==> src/rtl/shift_seq_pkg.sv <==
// Shared types and helpers for the shift_sequencer slice.
package shift_seq_pkg;

    typedef enum logic [1:0] {
        IDLE  = 2'd0,
        SHIFT = 2'd1,
        DONE  = 2'd2
    } state_e;

    localparam logic DIR_RIGHT = 1'b0;
    localparam logic DIR_LEFT  = 1'b1;

    // LSB position of a lane inside a flattened multi-lane bus (input, ser or window).
    function automatic int lane_lsb(input int lane, input int width);
        return lane * width;
    endfunction

endpackage

==> src/rtl/shift_lane.sv <==
// One N-bit lane: clear/load/shift register with runtime direction and output window.
// SHIFT_SEQ_ZERO_EXIT_EN enables the "becomes zero after this shift" detector.
module shift_lane
    import shift_seq_pkg::*;
#(
    parameter int N        = 16,
    parameter int OUT_BITS = N
) (
    input  logic                clk,
    input  logic                reset_n,
    input  logic                clear,
    input  logic                load,
    input  logic                shift_en,
    input  logic                dir,
    input  logic [N-1:0]        load_data,
    output logic                ser_bit,
    output logic [OUT_BITS-1:0] window,
    output logic                next_zero
);

    logic [N-1:0] q;
    logic [N-1:0] shifted;

    always_comb begin
        shifted = (dir == DIR_LEFT) ? {q[N-2:0], 1'b0} : {1'b0, q[N-1:1]};
    end

    // NOTE: sequential state uses non-blocking assignments so every flop samples pre-edge values.
    always_ff @(posedge clk or negedge reset_n) begin
        if (!reset_n) begin
            q <= '0;
        end else if (clear) begin
            q <= '0;
        end else if (load) begin
            q <= load_data;
        end else if (shift_en) begin
            q <= shifted;
        end
    end

    assign ser_bit = (dir == DIR_LEFT) ? q[N-1] : q[0];
    assign window  = (dir == DIR_LEFT) ? q[N-1 -: OUT_BITS] : q[OUT_BITS-1:0];

`ifdef SHIFT_SEQ_ZERO_EXIT_EN
    assign next_zero = (shifted == '0);
`else
    assign next_zero = 1'b0;
`endif

endmodule

==> src/rtl/shift_sequencer.sv <==
// CH-lane load/shift/hold sequencer with serial tap and parallel result window.
// SHIFT_SEQ_ZERO_EXIT_EN: leave SHIFT early once every lane has shifted to zero.
module shift_sequencer
    import shift_seq_pkg::*;
#(
    parameter int N        = 16,
    parameter int CH       = 4,
    parameter int OUT_BITS = N,
    parameter int CNT_W    = $clog2(N) + 1
) (
    input  logic                   clk,
    input  logic                   reset_n,
    input  logic [CH*N-1:0]        in_data,
    input  logic                   in_valid,
    output logic                   in_ready,
    input  logic                   dir,
    input  logic [CNT_W-1:0]       num_shifts,
    input  logic                   clear,
    output logic [CH-1:0]          ser_out,
    output logic                   ser_valid,
    output logic [CH*OUT_BITS-1:0] out_data,
    output logic                   out_valid,
    input  logic                   out_ready
);

    state_e           state;
    state_e           state_next;
    logic [CNT_W-1:0] cnt;
    logic             dir_q;
    logic             load;
    logic             shift_en;
    logic             all_zero;
    logic [CH-1:0]    lane_ser;
    logic [CH-1:0]    lane_zero;

    always_ff @(posedge clk or negedge reset_n) begin
        if (!reset_n) begin
            state <= IDLE;
        end else begin
            state <= state_next;
        end
    end

    assign all_zero = &lane_zero;

    // NOTE: every always_comb output is defaulted first so no path can infer a latch.
    always_comb begin
        state_next = state;
        load       = 1'b0;
        shift_en   = 1'b0;
        in_ready   = 1'b0;
        ser_valid  = 1'b0;
        out_valid  = 1'b0;
        case (state)
            IDLE: begin
                in_ready = 1'b1;
                if (in_valid) begin
                    load       = 1'b1;
                    state_next = (num_shifts != '0) ? SHIFT : DONE;
                end
            end
            SHIFT: begin
                ser_valid = 1'b1;
                shift_en  = 1'b1;
                if (cnt == CNT_W'(1) || all_zero) begin
                    state_next = DONE;
                end
            end
            DONE: begin
                out_valid = 1'b1;
                if (out_ready) begin
                    state_next = IDLE;
                end
            end
            default: state_next = IDLE;
        endcase
        // Abort overrides whatever the state asked for this cycle.
        if (clear) begin
            state_next = IDLE;
            load       = 1'b0;
            shift_en   = 1'b0;
        end
    end

    always_ff @(posedge clk or negedge reset_n) begin
        if (!reset_n) begin
            cnt   <= '0;
            dir_q <= DIR_RIGHT;
        end else if (clear) begin
            cnt   <= '0;
            dir_q <= DIR_RIGHT;
        end else if (load) begin
            cnt   <= num_shifts;
            dir_q <= dir;
        end else if (shift_en) begin
            cnt <= all_zero ? '0 : cnt - CNT_W'(1);
        end
    end

    for (genvar c = 0; c < CH; c++) begin : g_lane
        shift_lane #(
            .N        (N),
            .OUT_BITS (OUT_BITS)
        ) u_lane (
            .clk       (clk),
            .reset_n   (reset_n),
            .clear     (clear),
            .load      (load),
            .shift_en  (shift_en),
            .dir       (dir_q),
            .load_data (in_data[lane_lsb(c, N) +: N]),
            .ser_bit   (lane_ser[c]),
            .window    (out_data[lane_lsb(c, OUT_BITS) +: OUT_BITS]),
            .next_zero (lane_zero[c])
        );
    end

    // The serial tap only carries meaning while shifting; park it at zero otherwise.
    assign ser_out = lane_ser & {CH{ser_valid}};

endmodule

==> config.mk <==
export PLATFORM = sky130hd
export DESIGN_NAME = shift_sequencer
export DESIGN_NICKNAME = d
export VERILOG_FILES = /design/src/rtl/shift_seq_pkg.sv /design/src/rtl/shift_lane.sv /design/src/rtl/shift_sequencer.sv
export SDC_FILE = /design/constraint.sdc
export NUM_CORES = 1
export LEC_CHECK = 0
export BUFFER_PORTS_ARGS = -buffer_cell sky130_fd_sc_hd__buf_2
export CORE_MARGIN = 4
export CORE_UTILIZATION = 45
export DETAILED_ROUTE_END_ITERATION = 10
export MAX_ROUTING_LAYER = met4
export PLACE_DENSITY_LB_ADDON = 0.08
export SETUP_SLACK_MARGIN = 0.05
export SLEW_MARGIN = 20
export SYNTH_ARGS = -nofsm -noshare
export SYNTH_HDL_FRONTEND = slang
export SYNTH_HIERARCHICAL = 1
export SYNTH_SLANG_ARGS = --single-unit
==> constraint.sdc <==
create_clock -name clk -period 2 [get_ports clk]
set_input_delay 0.4 -clock clk [delete_from_list [all_inputs] [get_ports clk]]
set_output_delay 0.4 -clock clk [all_outputs]
set_load 0.01 [all_outputs]
# After elaboration in Yosys (flattened, before gate mapping)
# Index checks and enable logic that the tools add are counted.
classes:
  addsub: 1
  n_eq_ne: 6
  n_mux: 38
  n_bitwise: 1
  reduce_logical: 5
op_table:
  columns: ["op", "count"]
  rows:
  - ["2-to-1 mux 16 bit", 16]
  - ["2-to-1 mux 5 bit", 3]
  - ["2-to-1 mux 1 bit", 13]
  - ["2-to-1 mux 2 bit", 5]
  - ["!= test 3 bit, second input constant", 3]
  - ["one-hot mux 2 bit (3 select lines)", 1]
  - ["== test 5 x 1 -> 1 bit, second input constant", 1]
  - ["nonzero test 5 bit", 1]
  - ["subtractor 5 x 1 -> 5 bit, second input constant", 1]
  - ["AND 4 bit", 1]
  - ["AND reduction 3 bit", 1]
  - ["nonzero test 3 bit", 1]
  - ["== test 2 x 1 -> 1 bit, second input constant", 1]
  - ["== test 2 bit, second input constant", 1]
  - ["logical NOT 2 bit", 1]
  - ["nonzero test 2 bit", 1]
totals:
  register_bits: 72
  out_inout_bits: 71

# Longest topological paths before layout
# Gate-level depths: netlist of run 1.
logic_depth:
  word_depth: 6
  ltp_mapped: 7

# By module
# The synthesis of run 1 kept the hierarchy.
by_module_without_submodules:
  columns: ["module", "instances", "cells_per_inst", "area_each_um2", "seq_area_each_um2"]
  rows:
  - ["shift_lane", 4, 83, 1034.7, 400.4]
  - ["shift_sequencer", 1, 62, 566.8, 200.2]

# Worst setup path before layout of run 1
# No wires, ideal clock.
synth_timing:
  path_type: "flip-flop to flip-flop"
  startpoint: "register state[0]"
  endpoint: "register g_lane[0].u_lane.q[3]"
  setup_time_ns: 0.126
  t_arrival_ns: 2.047
  required_time_ns: 1.874
  setup_slack_ns: -0.173
  stages_incl_launch_ff: 8
  n_path_buf: 3
  period_less_slack_ns: 2.173
  cell_sequence: "dfrtp_1 > buf_4 > nor3b_4 > nor2b_1 > buf_2 > buf_2 > nor4b_1 > a221o_1"
synth_between:
  elab_chain_len: 5
  word_cells_on_any_way: 9
  cone_classes: "eq/ne (1); mux (6); reduce/logical (2)"
synth_rtl:
  columns: ["element", "line", "text"]
  rows:
  - ["from (decl)", "shift_sequencer.sv:26", "state_e state;"]
  - ["from (signal assigned)", "shift_sequencer.sv:40", "state <= state_next;"]
  - ["logical NOT 2 bit (*)", "shift_sequencer.sv:54", "case (state)"]
  - ["2-to-1 mux 1 bit (*)", "shift_sequencer.sv:54", null]
  - ["2-to-1 mux 1 bit (*)", "shift_sequencer.sv:78", "if (clear) begin"]
  - ["via load", "shift_sequencer.sv:30", "logic load;"]
  - ["2-to-1 mux 16 bit", "shift_lane.sv:34", "end else if (load) begin"]
  - ["2-to-1 mux 16 bit", "shift_lane.sv:32", "end else if (clear) begin"]
  - ["to (signal assigned)", "shift_lane.sv:35", "q <= load_data;"]
  - ["to (signal assigned)", "shift_lane.sv:37", "q <= shifted;"]
  - ["to (decl)", "shift_lane.sv:21", "logic [N-1:0] q;"]
# Mark *: on every way through the listed nets, which the timed path passes. The rest lies on a longest branch.
# A chain may end at the register's enable or synchronous reset.

# Worst setup path in the final report of run 1
layout_timing:
  startpoint: "register state[1]"
  endpoint: "register g_lane[1].u_lane.q[8]"
layout_between:
  elab_chain_len: 5
  word_cells_on_any_way: 9
  cone_classes: "eq/ne (1); mux (6); reduce/logical (2)"
layout_rtl:
  columns: ["element", "line"]
  rows:
  - ["logical NOT 2 bit (*)", "shift_sequencer.sv:54"]
  - ["2-to-1 mux 1 bit (*)", "shift_sequencer.sv:54"]
  - ["2-to-1 mux 1 bit (*)", "shift_sequencer.sv:78"]
  - ["via load", "shift_sequencer.sv:30"]
  - ["2-to-1 mux 16 bit", "shift_lane.sv:34"]
  - ["2-to-1 mux 16 bit", "shift_lane.sv:32"]
  - ["to (signal assigned)", "shift_lane.sv:35"]
  - ["to (signal assigned)", "shift_lane.sv:37"]
  - ["to (decl)", "shift_lane.sv:21"]
# Marks and branches as above.

==> results of run 1 <==
power by group through the flow:
stage | combinational, mW | sequential, mW | clock, mW
global route | 1.37 | 1.77 | 1.33
global placement | 1.15 | 1.77 | 0
CTS | 1.21 | 1.74 | 1.24
finish | 1.27 | 1.74 | 1.20
detailed placement | 1.16 | 1.78 | 0
floorplan | 0.764 | 1.77 | 0
area by class of cell:
type,instances,area share [%]
flip-flops and latches,72,30.3
clock inverters,5,0.922
repair buffers,186,19.5
clock buffers,11,2.54
inverters,8,0.545
diodes,1,0.0419
multi-input cells,268,43.3
well taps,136,2.85
per-stage QoR:
step / hold WS [ns] / util [%] / TNS [ns]
3_5_place_dp: 0.322 / 53.7 / -2.87
3_3_place_gp: 0.321 / 53.7 / -1.53
4_1_cts: 0.267 / 56.5 / 0
2_1_floorplan: 0.104 / - / 0
6_report: 0.284 / 58.1 / 0
5_1_grt: 0.262 / 58.0 / 0
cells in the final DEF (no fill, tap or decap), types with 2 or more instances in the layout:
master and n:
ha_1 2, and2_1 4, nand3b_1 4, mux2_4 28, buf_6 3, xor2_1 2, clkbuf_8 11, nor2b_4 5
clkinv_2 2, conb_1 4, nor3b_4 5, dfrtp_1 70, buf_2 143, buf_4 30, a222oi_1 2, or3_1 4
nor2_1 7, nand2b_1 10, nor2b_1 13, clkinvlp_4 2, a221o_1 57, buf_12 6, a21oi_1 5, a311oi_1 8
inv_1 7, mux2_2 32, nor4b_1 57, nand3_1 4
worst paths after layout:
check | endpoint | slack (ns) | depth (start not counted)
min | g_lane[3].u_lane/window[5] | 0.28 | 2
min in group asynchronous | g_lane[2].u_lane/window[4] | 0.50 | 2
max in group asynchronous | dir_q | 0.94 | 3
max reg2reg | g_lane[1].u_lane/window[8] | 0.09 | 8
min reg2reg | cnt[4] | 0.59 | 2
max | g_lane[1].u_lane/window[8] | 0.09 | 8
layer usage:
metal  vias to the layer above  wire, um  global-route usage [%]
met5                         -         0                       -
met4                         0       100                    4.40
met3                         6       735                    4.60
met2                       128      6290                    32.8
met1                      2058      6230                    31.3
li1                       1872         -                       -
flip-flops by register name, indices dropped and copies added (netlist names):
register,flops
state,2
g_lane.u_lane/window,64
cnt,5
dir_q,1
what timing repair did:
action | 4_1_cts | 5_1_grt
gates cloned | 0 | 1
hold buffers | 1 | 0
resized for setup | 5 | 5
endpoints found under the hold margin | 20 | 0
pin swaps | 0 | 0
buffers inserted | 5 | 8
endpoints found under the setup margin | 60 | 38
cell families (layout without fill, tap and decap cells):
logic type	after synthesis	count (layout)	synth area share, %
adder cells (fa/ha/maj)	2	2	0.532
buffers and inverters	54	210	7.79
flip-flops	72	72	38.3
AND/OR/NAND/NOR	119	119	20.0
multiplexers	61	61	16.8
AO/OA/AOI/OAI	80	80	15.9
XOR/XNOR	2	2	0.372
other	4	5	0.319
==> flow_summary.toml, run 1 <==
[drt]
wl_mm = 13.4
vias = 4064
drt_first_pass_iters = 4
postRouteAntennaNets = 0
drt_iter0_drc = 263
routed_via_density = 5.92
drc = 0
avgRoutedWirePerCell_um = 19.4

[finish]
instances_no_fill = 687
fillCellCount = 898
stdcell_area_um2 = 5970
drive_gt1_share_pct = 50.5
syn_to_final_growth_pct = 26.8
nNetsFinal = 622
ff_latch_area_um2 = 1810
multi_input_area_um2 = 2580

[floorplan]
die-area_um2 = 12200
die_h_um = 110
pin_count = 146
die_w_um = 110
core-area_um2 = 10300
start_util_pct = 45.8
rows = 37

[clock_network]
clk_latency_ns = 0.34
clk_path_buf_depth = 2
cts_buffers = 9
cts_tree = "yes"
clk_pin_slew_ns = 0.09
clkSinkCount = 72
h-tree-depth = 3
cts_root_buffer = "clkbuf_8"

[logic_synthesis]
synth_area_leaders = "dfrtp_1 38%, a221o_1 12%, nor4b_1 11%, mux2_4 8.9%, mux2_2 7.7%"
synth_top_area_cell = "dfrtp_1"
yosysTopAreaCellShare_pct = 38.3
ys_ff_latch = 72
syn-num-nets = 471
synthTopCellsByCount = "72 x dfrtp_1, 57 x a221o_1, 57 x nor4b_1"
yosysWarnings = 6
synth.most_common_cell = "dfrtp_1"
yosys_most_used_dff = "dfrtp_1"
synth.avg_cell_area_um2 = 11.9
synth_cell_types = 41
synthCells = 394
synth_area_um2 = 4710
synth_edf_count = 0
yosysSeqAreaShare_pct = 38.3
synthArstFlopShare_pct = 100

[sta]
final_max_slew_viol_count = 0
worstMarginPinSlew_ns = 0.655
setup_ws_ns = 0.0937
hold_viol = 0
period_share_pct = 95.3
finalSetupViolations = 0
slew_headroom_pct = 56.3
period_needed_ns = 1.91
skew_ns = 0.0107
grt_setup_unrepaired = "true"
clock.fmax_mhz = 525

[critical_path]
start_kind = "flip-flop"
crit_fanout = 14
crit_family = "buffers and inverters"
path_buf_inv = 4
cp_data_arrival_time_ns = 2.12
regToRegStartpoint = "state[1]"
required_ns = 2.22
crit_path_end_kind = "flip-flop"
critPathSlowestCell = "dfrtp_2"
critPathLaunch = "state[1]"
max_stage_delay_ns = 0.43
path_class = "reg -> reg"
cp_cell_sequence = "buf_4 -> nor3b_4 -> nor2b_4 -> buf_12 -> buf_4 -> nor3b_4 -> buf_12 -> a221o_1"

[pwr]
powerDensity_nw_per_um2 = 705
p_int_mw = 2.88
combPwrFrac_pct = 30.1
total_leakage_power_nw = 2.83
clkPwrFrac_pct = 28.5
power_frac_seq_pct = 41.4
switchingPower_mw = 1.33
finalPower_mw = 4.21
switching_share_pct = 31.5
max-vdd-ir-drop_mv = 0.417

[min_path]
hp-class = "in -> reg"
min_from = "in_data[53]"

[place]
dpl_cell_area_um2 = 5520
dp_hpwl_mm = 9.10
gp_congestion = 0.795
io_buffer_count = 145
placed_cells = 655
dp_slack_ns = -0.127

[global_route]
grt_first_pass_wirelength_mm = 20.5
grt_start_max_net_pins = 37
antenna_found_initial = 0
grt_overflow_total = 0
grt_pass1_vias = 3926
grt_usage_pct = 22.0

[status]
status = "finished, final reports clean"

[job]
drv_cap = 0
Power figures use the tool's default switching activity.
==> run 2, diff against run 1 <==
--- a/config.mk
+++ b/config.mk
@@ -10,7 +10,7 @@
 export CORE_UTILIZATION = 45
 export DETAILED_ROUTE_END_ITERATION = 10
 export MAX_ROUTING_LAYER = met4
-export PLACE_DENSITY_LB_ADDON = 0.08
+export PLACE_DENSITY = 0.73
 export SETUP_SLACK_MARGIN = 0.05
 export SLEW_MARGIN = 20
 export SYNTH_ARGS = -nofsm -noshare
==> flow_summary.toml, run 2 (synthesis results as in run 1) <==
[finish]
stdcell_area_um2 = 5860
drive_gt1_share_pct = 49.9
largest_reg_flops = 64
n_antenna_cell = 0
nNetsFinal = 613
final_common_cell = "buf_2"
syn_to_final_growth_pct = 24.6
fillCellCount = 906
instances_no_fill = 677
mostFrequentLayoutCells = "143 x buf_2, 70 x dfrtp_1, 57 x nor4b_1, 57 x a221o_1, 32 x mux2_2"

[critical_path]
rr_endpoint = "g_lane[1].u_lane/window[7]"
r2r_slack_ns = 0.17
critPathLaunch = "state[0]"
setup.worst_path.end = "ser_out[0]"
crit_fanout = 5
cp_cell_sequence = "nand2b_4 -> buf_4 -> inv_2 -> and2_1 -> buf_2"
path_buf_inv = 3
crit_path_end_kind = "output pin"
start_kind = "flip-flop"
critPathSlowestCell = "dfrtp_1"
regToRegStartpoint = "state[1]"
path_depth = 5
cp_data_arrival_time_ns = 1.48
max_stage_delay_ns = 0.50
required_ns = 1.60
path_class = "reg -> out"
crit_family = "flip-flops"
reg2regPathDepth = 7

[clock_network]
clk_path_buf_depth = 2
hold_buffers = 0
clkSinkCount = 72
h-tree-depth = 3
cts_tree = "yes"
clk_pin_slew_ns = 0.08
clk_latency_ns = 0.35
cts_root_buffer = "clkbuf_8"
cts_buffers = 9

[sta]
hold_viol = 0
finalSetupViolations = 0
clock.fmax_mhz = 532
worstMarginPinSlew_ns = 0.628
period_share_pct = 94.0
slew_headroom_pct = 58.1
final_max_slew_viol_count = 0
setup_ws_ns = 0.121
skew_ns = 0.0115
period_needed_ns = 1.88
grt_setup_unrepaired = "true"

[global_route]
grt_pass1_vias = 3907
grt_usage_pct = 21.3
grt_start_max_net_pins = 38
antenna_found_initial = 0
grt_overflow_total = 0
grt_first_pass_wirelength_mm = 19.9

[floorplan]
die_w_um = 110
die-area_um2 = 12200
start_util_pct = 45.8
die_h_um = 110
pin_count = 146
rows = 37
core-area_um2 = 10300

[place]
placed_cells = 654
io_buffer_count = 145
dp_hpwl_mm = 8.90
dpl_cell_area_um2 = 5510
gp_congestion = 0.857
dp_slack_ns = -0.0994

[pwr]
finalPower_mw = 4.33
max-vdd-ir-drop_mv = 0.355
powerDensity_nw_per_um2 = 738
total_leakage_power_nw = 2.78

[drt]
drc = 0
avgRoutedWirePerCell_um = 18.7
wl_mm = 12.7
postRouteAntennaNets = 0
vias = 4027
routed_via_density = 5.95
drt_first_pass_iters = 5
drt_iter0_drc = 253

[status]
status = "finished, final reports clean"

[min_path]
hp-class = "in -> async"

[job]
drv_cap = 0
## run 2: area by class of cell
cell class / count / area (um2) / area share (%)
clock buffers: 12 / 165 / 2.82
clock inverters: 4 / 75.1 / 1.28
inverters: 8 / 30.0 / 0.512
multi-input cells: 268 / 2580 / 44.1
flip-flops and latches: 72 / 1810 / 30.8
well taps: 136 / 170 / 2.90
repair buffers: 177 / 1030 / 17.6
## run 2: where the power goes
| group | switching (mW) | leakage [nW] | total [mW] | internal (mW) |
|---|---|---|---|---|
| registers | 0.156 | 0.976 | 1.74 | 1.59 |
| logic | 0.592 | 1.69 | 1.21 | 0.615 |
| clock network | 0.575 | 0.115 | 1.38 | 0.805 |
| total | 1.32 | 2.78 | 4.33 | 3.01 |
## run 2: worst reg2reg max path, stage by stage (launching register included)
cell,delay (ns)
dfrtp_2,0.42
buf_4,0.15
nor3b_4,0.19
nor2b_4,0.24
buf_12,0.20
buf_6,0.19
nor4b_1,0.07
a221o_1,0.27
## run 2: layer usage
metal / routed length (um) / vias to the layer above / GRT usage [%]
met5: 0 / - / -
met4: 252 / 0 / 6.68
met3: 837 / 23 / 4.19
met2: 5990 / 166 / 32.5
met1: 5600 / 1994 / 28.6
li1: - / 1844 / -
## run 2: stage by stage
stage / hold WS (ns) / util (%) / TNS [ns]
after floorplan: 0.104 / - / 0
after global placement: 0.401 / 53.7 / -0.932
after detailed placement: 0.406 / 53.7 / -3.08
after CTS: 0.0195 / 56.5 / 0
after global routing: 0.0389 / 57.1 / 0
final: 0.00706 / 57.1 / 0
## run 2: worst min path at each step
stage | start | endpoint | slack, ns | cells after the start
floorplan | reset_n | cnt[0] | 0.10 | 0
global placement | reset_n | g_lane[2].u_lane/window[7] | 0.40 | 1
detailed placement | reset_n | g_lane[2].u_lane/window[7] | 0.41 | 1
CTS | reset_n | g_lane[2].u_lane/window[9] | 0.02 | 1
global route | reset_n | g_lane[2].u_lane/window[9] | 0.04 | 1
finish | reset_n | g_lane[2].u_lane/window[7] | 0.007 | 1
## run 2: what timing repair did
item	in CTS	in global routing
endpoints found under the setup margin	60	62
hold endpoints to repair	0	0
setup buffers	6	1
resized for setup	1	7
pin swaps	0	0
==> run 3, diff against run 2 <==
--- a/config.mk
+++ b/config.mk
@@ -8,6 +8,7 @@
 export BUFFER_PORTS_ARGS = -buffer_cell sky130_fd_sc_hd__buf_2
 export CORE_MARGIN = 4
 export CORE_UTILIZATION = 45
+export CTS_BUF_LIST = sky130_fd_sc_hd__clkbuf_16
 export DETAILED_ROUTE_END_ITERATION = 10
 export MAX_ROUTING_LAYER = met4
 export PLACE_DENSITY = 0.73
==> flow_summary.toml, run 3 (synthesis results as in run 1) <==
[status]
status = "finished, final reports clean"

[finish]
largest_reg_flops = 64
nNetsFinal = 611
fillCellCount = 899
multi_input_area_um2 = 2580
final_common_cell = "buf_2"
ff_latch_area_um2 = 1810
mostFrequentLayoutCells = "143 x buf_2, 70 x dfrtp_1, 57 x nor4b_1, 57 x a221o_1, 32 x mux2_2"
drive_gt1_share_pct = 49.2
fin_util_pct = 57.5
n_antenna_cell = 0
syn_to_final_growth_pct = 25.5

[clock_network]
cts_tree = "yes"
h-tree-depth = 3
cts_root_buffer = "clkbuf_16"
hold_buffers = 0
clkSinkCount = 72
clk_pin_slew_ns = 0.06
clk_latency_ns = 0.33
cts_buffers = 9
clk_path_buf_depth = 2

[place]
io_buffer_count = 145
dp_hpwl_mm = 8.90
gp_congestion = 0.857

[critical_path]
crit_fanout = 7
crit_path_end_kind = "output pin"
path_class = "reg -> out"
cp_data_arrival_time_ns = 1.47
required_ns = 1.60
start_kind = "flip-flop"

[floorplan]
core-area_um2 = 10300
die_w_um = 110
start_util_pct = 45.8
die_h_um = 110
pin_count = 146
rows = 37
die-area_um2 = 12200

[sta]
period_share_pct = 93.7
finalSetupViolations = 0
final_max_slew_viol_count = 0
setup-tns-final_ns = 0
period_needed_ns = 1.87
slew_headroom_pct = 58.3
worstMarginPinSlew_ns = 0.624
skew_ns = 0.00821
grt_setup_unrepaired = "false"
clock.fmax_mhz = 533
hold_viol = 0
hold_slack_ns = 0.0301

[drt]
vias = 4017
drc = 0
postRouteAntennaNets = 0
drt_first_pass_iters = 4
avgRoutedWirePerCell_um = 18.8
drt_iter0_drc = 241
wl_mm = 12.7
routed_via_density = 5.95

[pwr]
p_int_mw = 3.28
total_leakage_power_nw = 2.80
switchingPower_mw = 1.37
powerDensity_nw_per_um2 = 786
combPwrFrac_pct = 25.8
clkPwrFrac_pct = 36.5
max-vdd-ir-drop_mv = 0.459
switching_share_pct = 29.5
power_frac_seq_pct = 37.7

[global_route]
grt_pass1_vias = 3934
grt_start_max_net_pins = 38
grt_overflow_total = 0
grt_first_pass_wirelength_mm = 19.8
antenna_found_initial = 0
grt_usage_pct = 21.1

[job]
drv_cap = 0

[min_path]
hp-class = "in -> async"
==> run 3: changes by cell type in the layout (fill, tap and decap cells not counted), sizes merged <==
| cell | previous run | this run |
|---|---|---|
| buf | 177 | 175 |
| clkbuf | 12 | 9 |
| clkinv | 0 | 3 |
==> run 3: metrics by stage <==
stage / std cells / total power [mW] / worst slack, ns / cell area, um2
after floorplan: 394 / 2.53 / 0.0897 / 4710
after global placement: 654 / 2.90 / -0.0745 / 5510
after detailed placement: 654 / 2.93 / -0.0994 / 5510
after CTS: 674 / 4.67 / 0.0696 / 5890
after global routing: 675 / 4.86 / 0.0760 / 5910
final: 675 / 4.65 / 0.125 / 5910
==> run 3: final timing paths <==
kind | cells past startpoint | end | startpoint | slack [ns]
min reg2reg | 2 | g_lane[2].u_lane/window[0] | g_lane[2].u_lane/window[0] | 0.61
min | 1 | g_lane[2].u_lane/window[7] | reset_n | 0.03
max | 5 | ser_out[0] | state[1] | 0.13
max reg2reg | 6 | g_lane[3].u_lane/window[14] | state[0] | 0.20
max in group asynchronous | 2 | g_lane[1].u_lane/window[5] | reset_n | 1.40
min in group clk | 2 | g_lane[0].u_lane/window[6] | in_data[6] | 0.30
==> run 3: worst max-delay path, cell delays in order (launching register included) <==
cell and delay (ns):
dfrtp_2 0.46, nand2b_4 0.17, buf_4 0.15, inv_4 0.09, and2_1 0.14, buf_2 0.13
==> run 3: area by class of cell <==
class / instances / share of cell area [%]
Clock inverter: 7 / 1.46
Sequential cell: 72 / 30.6
Tap cell: 136 / 2.88
Inverter: 8 / 0.551
Clock buffer: 9 / 3.81
Multi-Input combinational cell: 268 / 43.8
Timing Repair Buffer: 175 / 16.9
==> run 3: timing repair <==
item,CTS,global route
setup buffers,4,1
cloned,0,0
resized for setup,6,2
setup endpoints to repair,60,5
==> run 3: routing by layer <==
layer	track usage [%]	vias to the layer above	wire (um)
met5	-	-	0
met4	7.48	0	242
met3	4.48	25	798
met2	32.1	141	6000
met1	28.0	2009	5670
li1	-	1842	-
==> run 3: power groups by stage <==
stage	clock (mW)	combinational [mW]	sequential (mW)
after global routing	1.79	1.30	1.77
after detailed placement	0	1.15	1.78
final	1.70	1.20	1.75
after global placement	0	1.12	1.77
after floorplan	0	0.764	1.77
after CTS	1.73	1.19	1.75
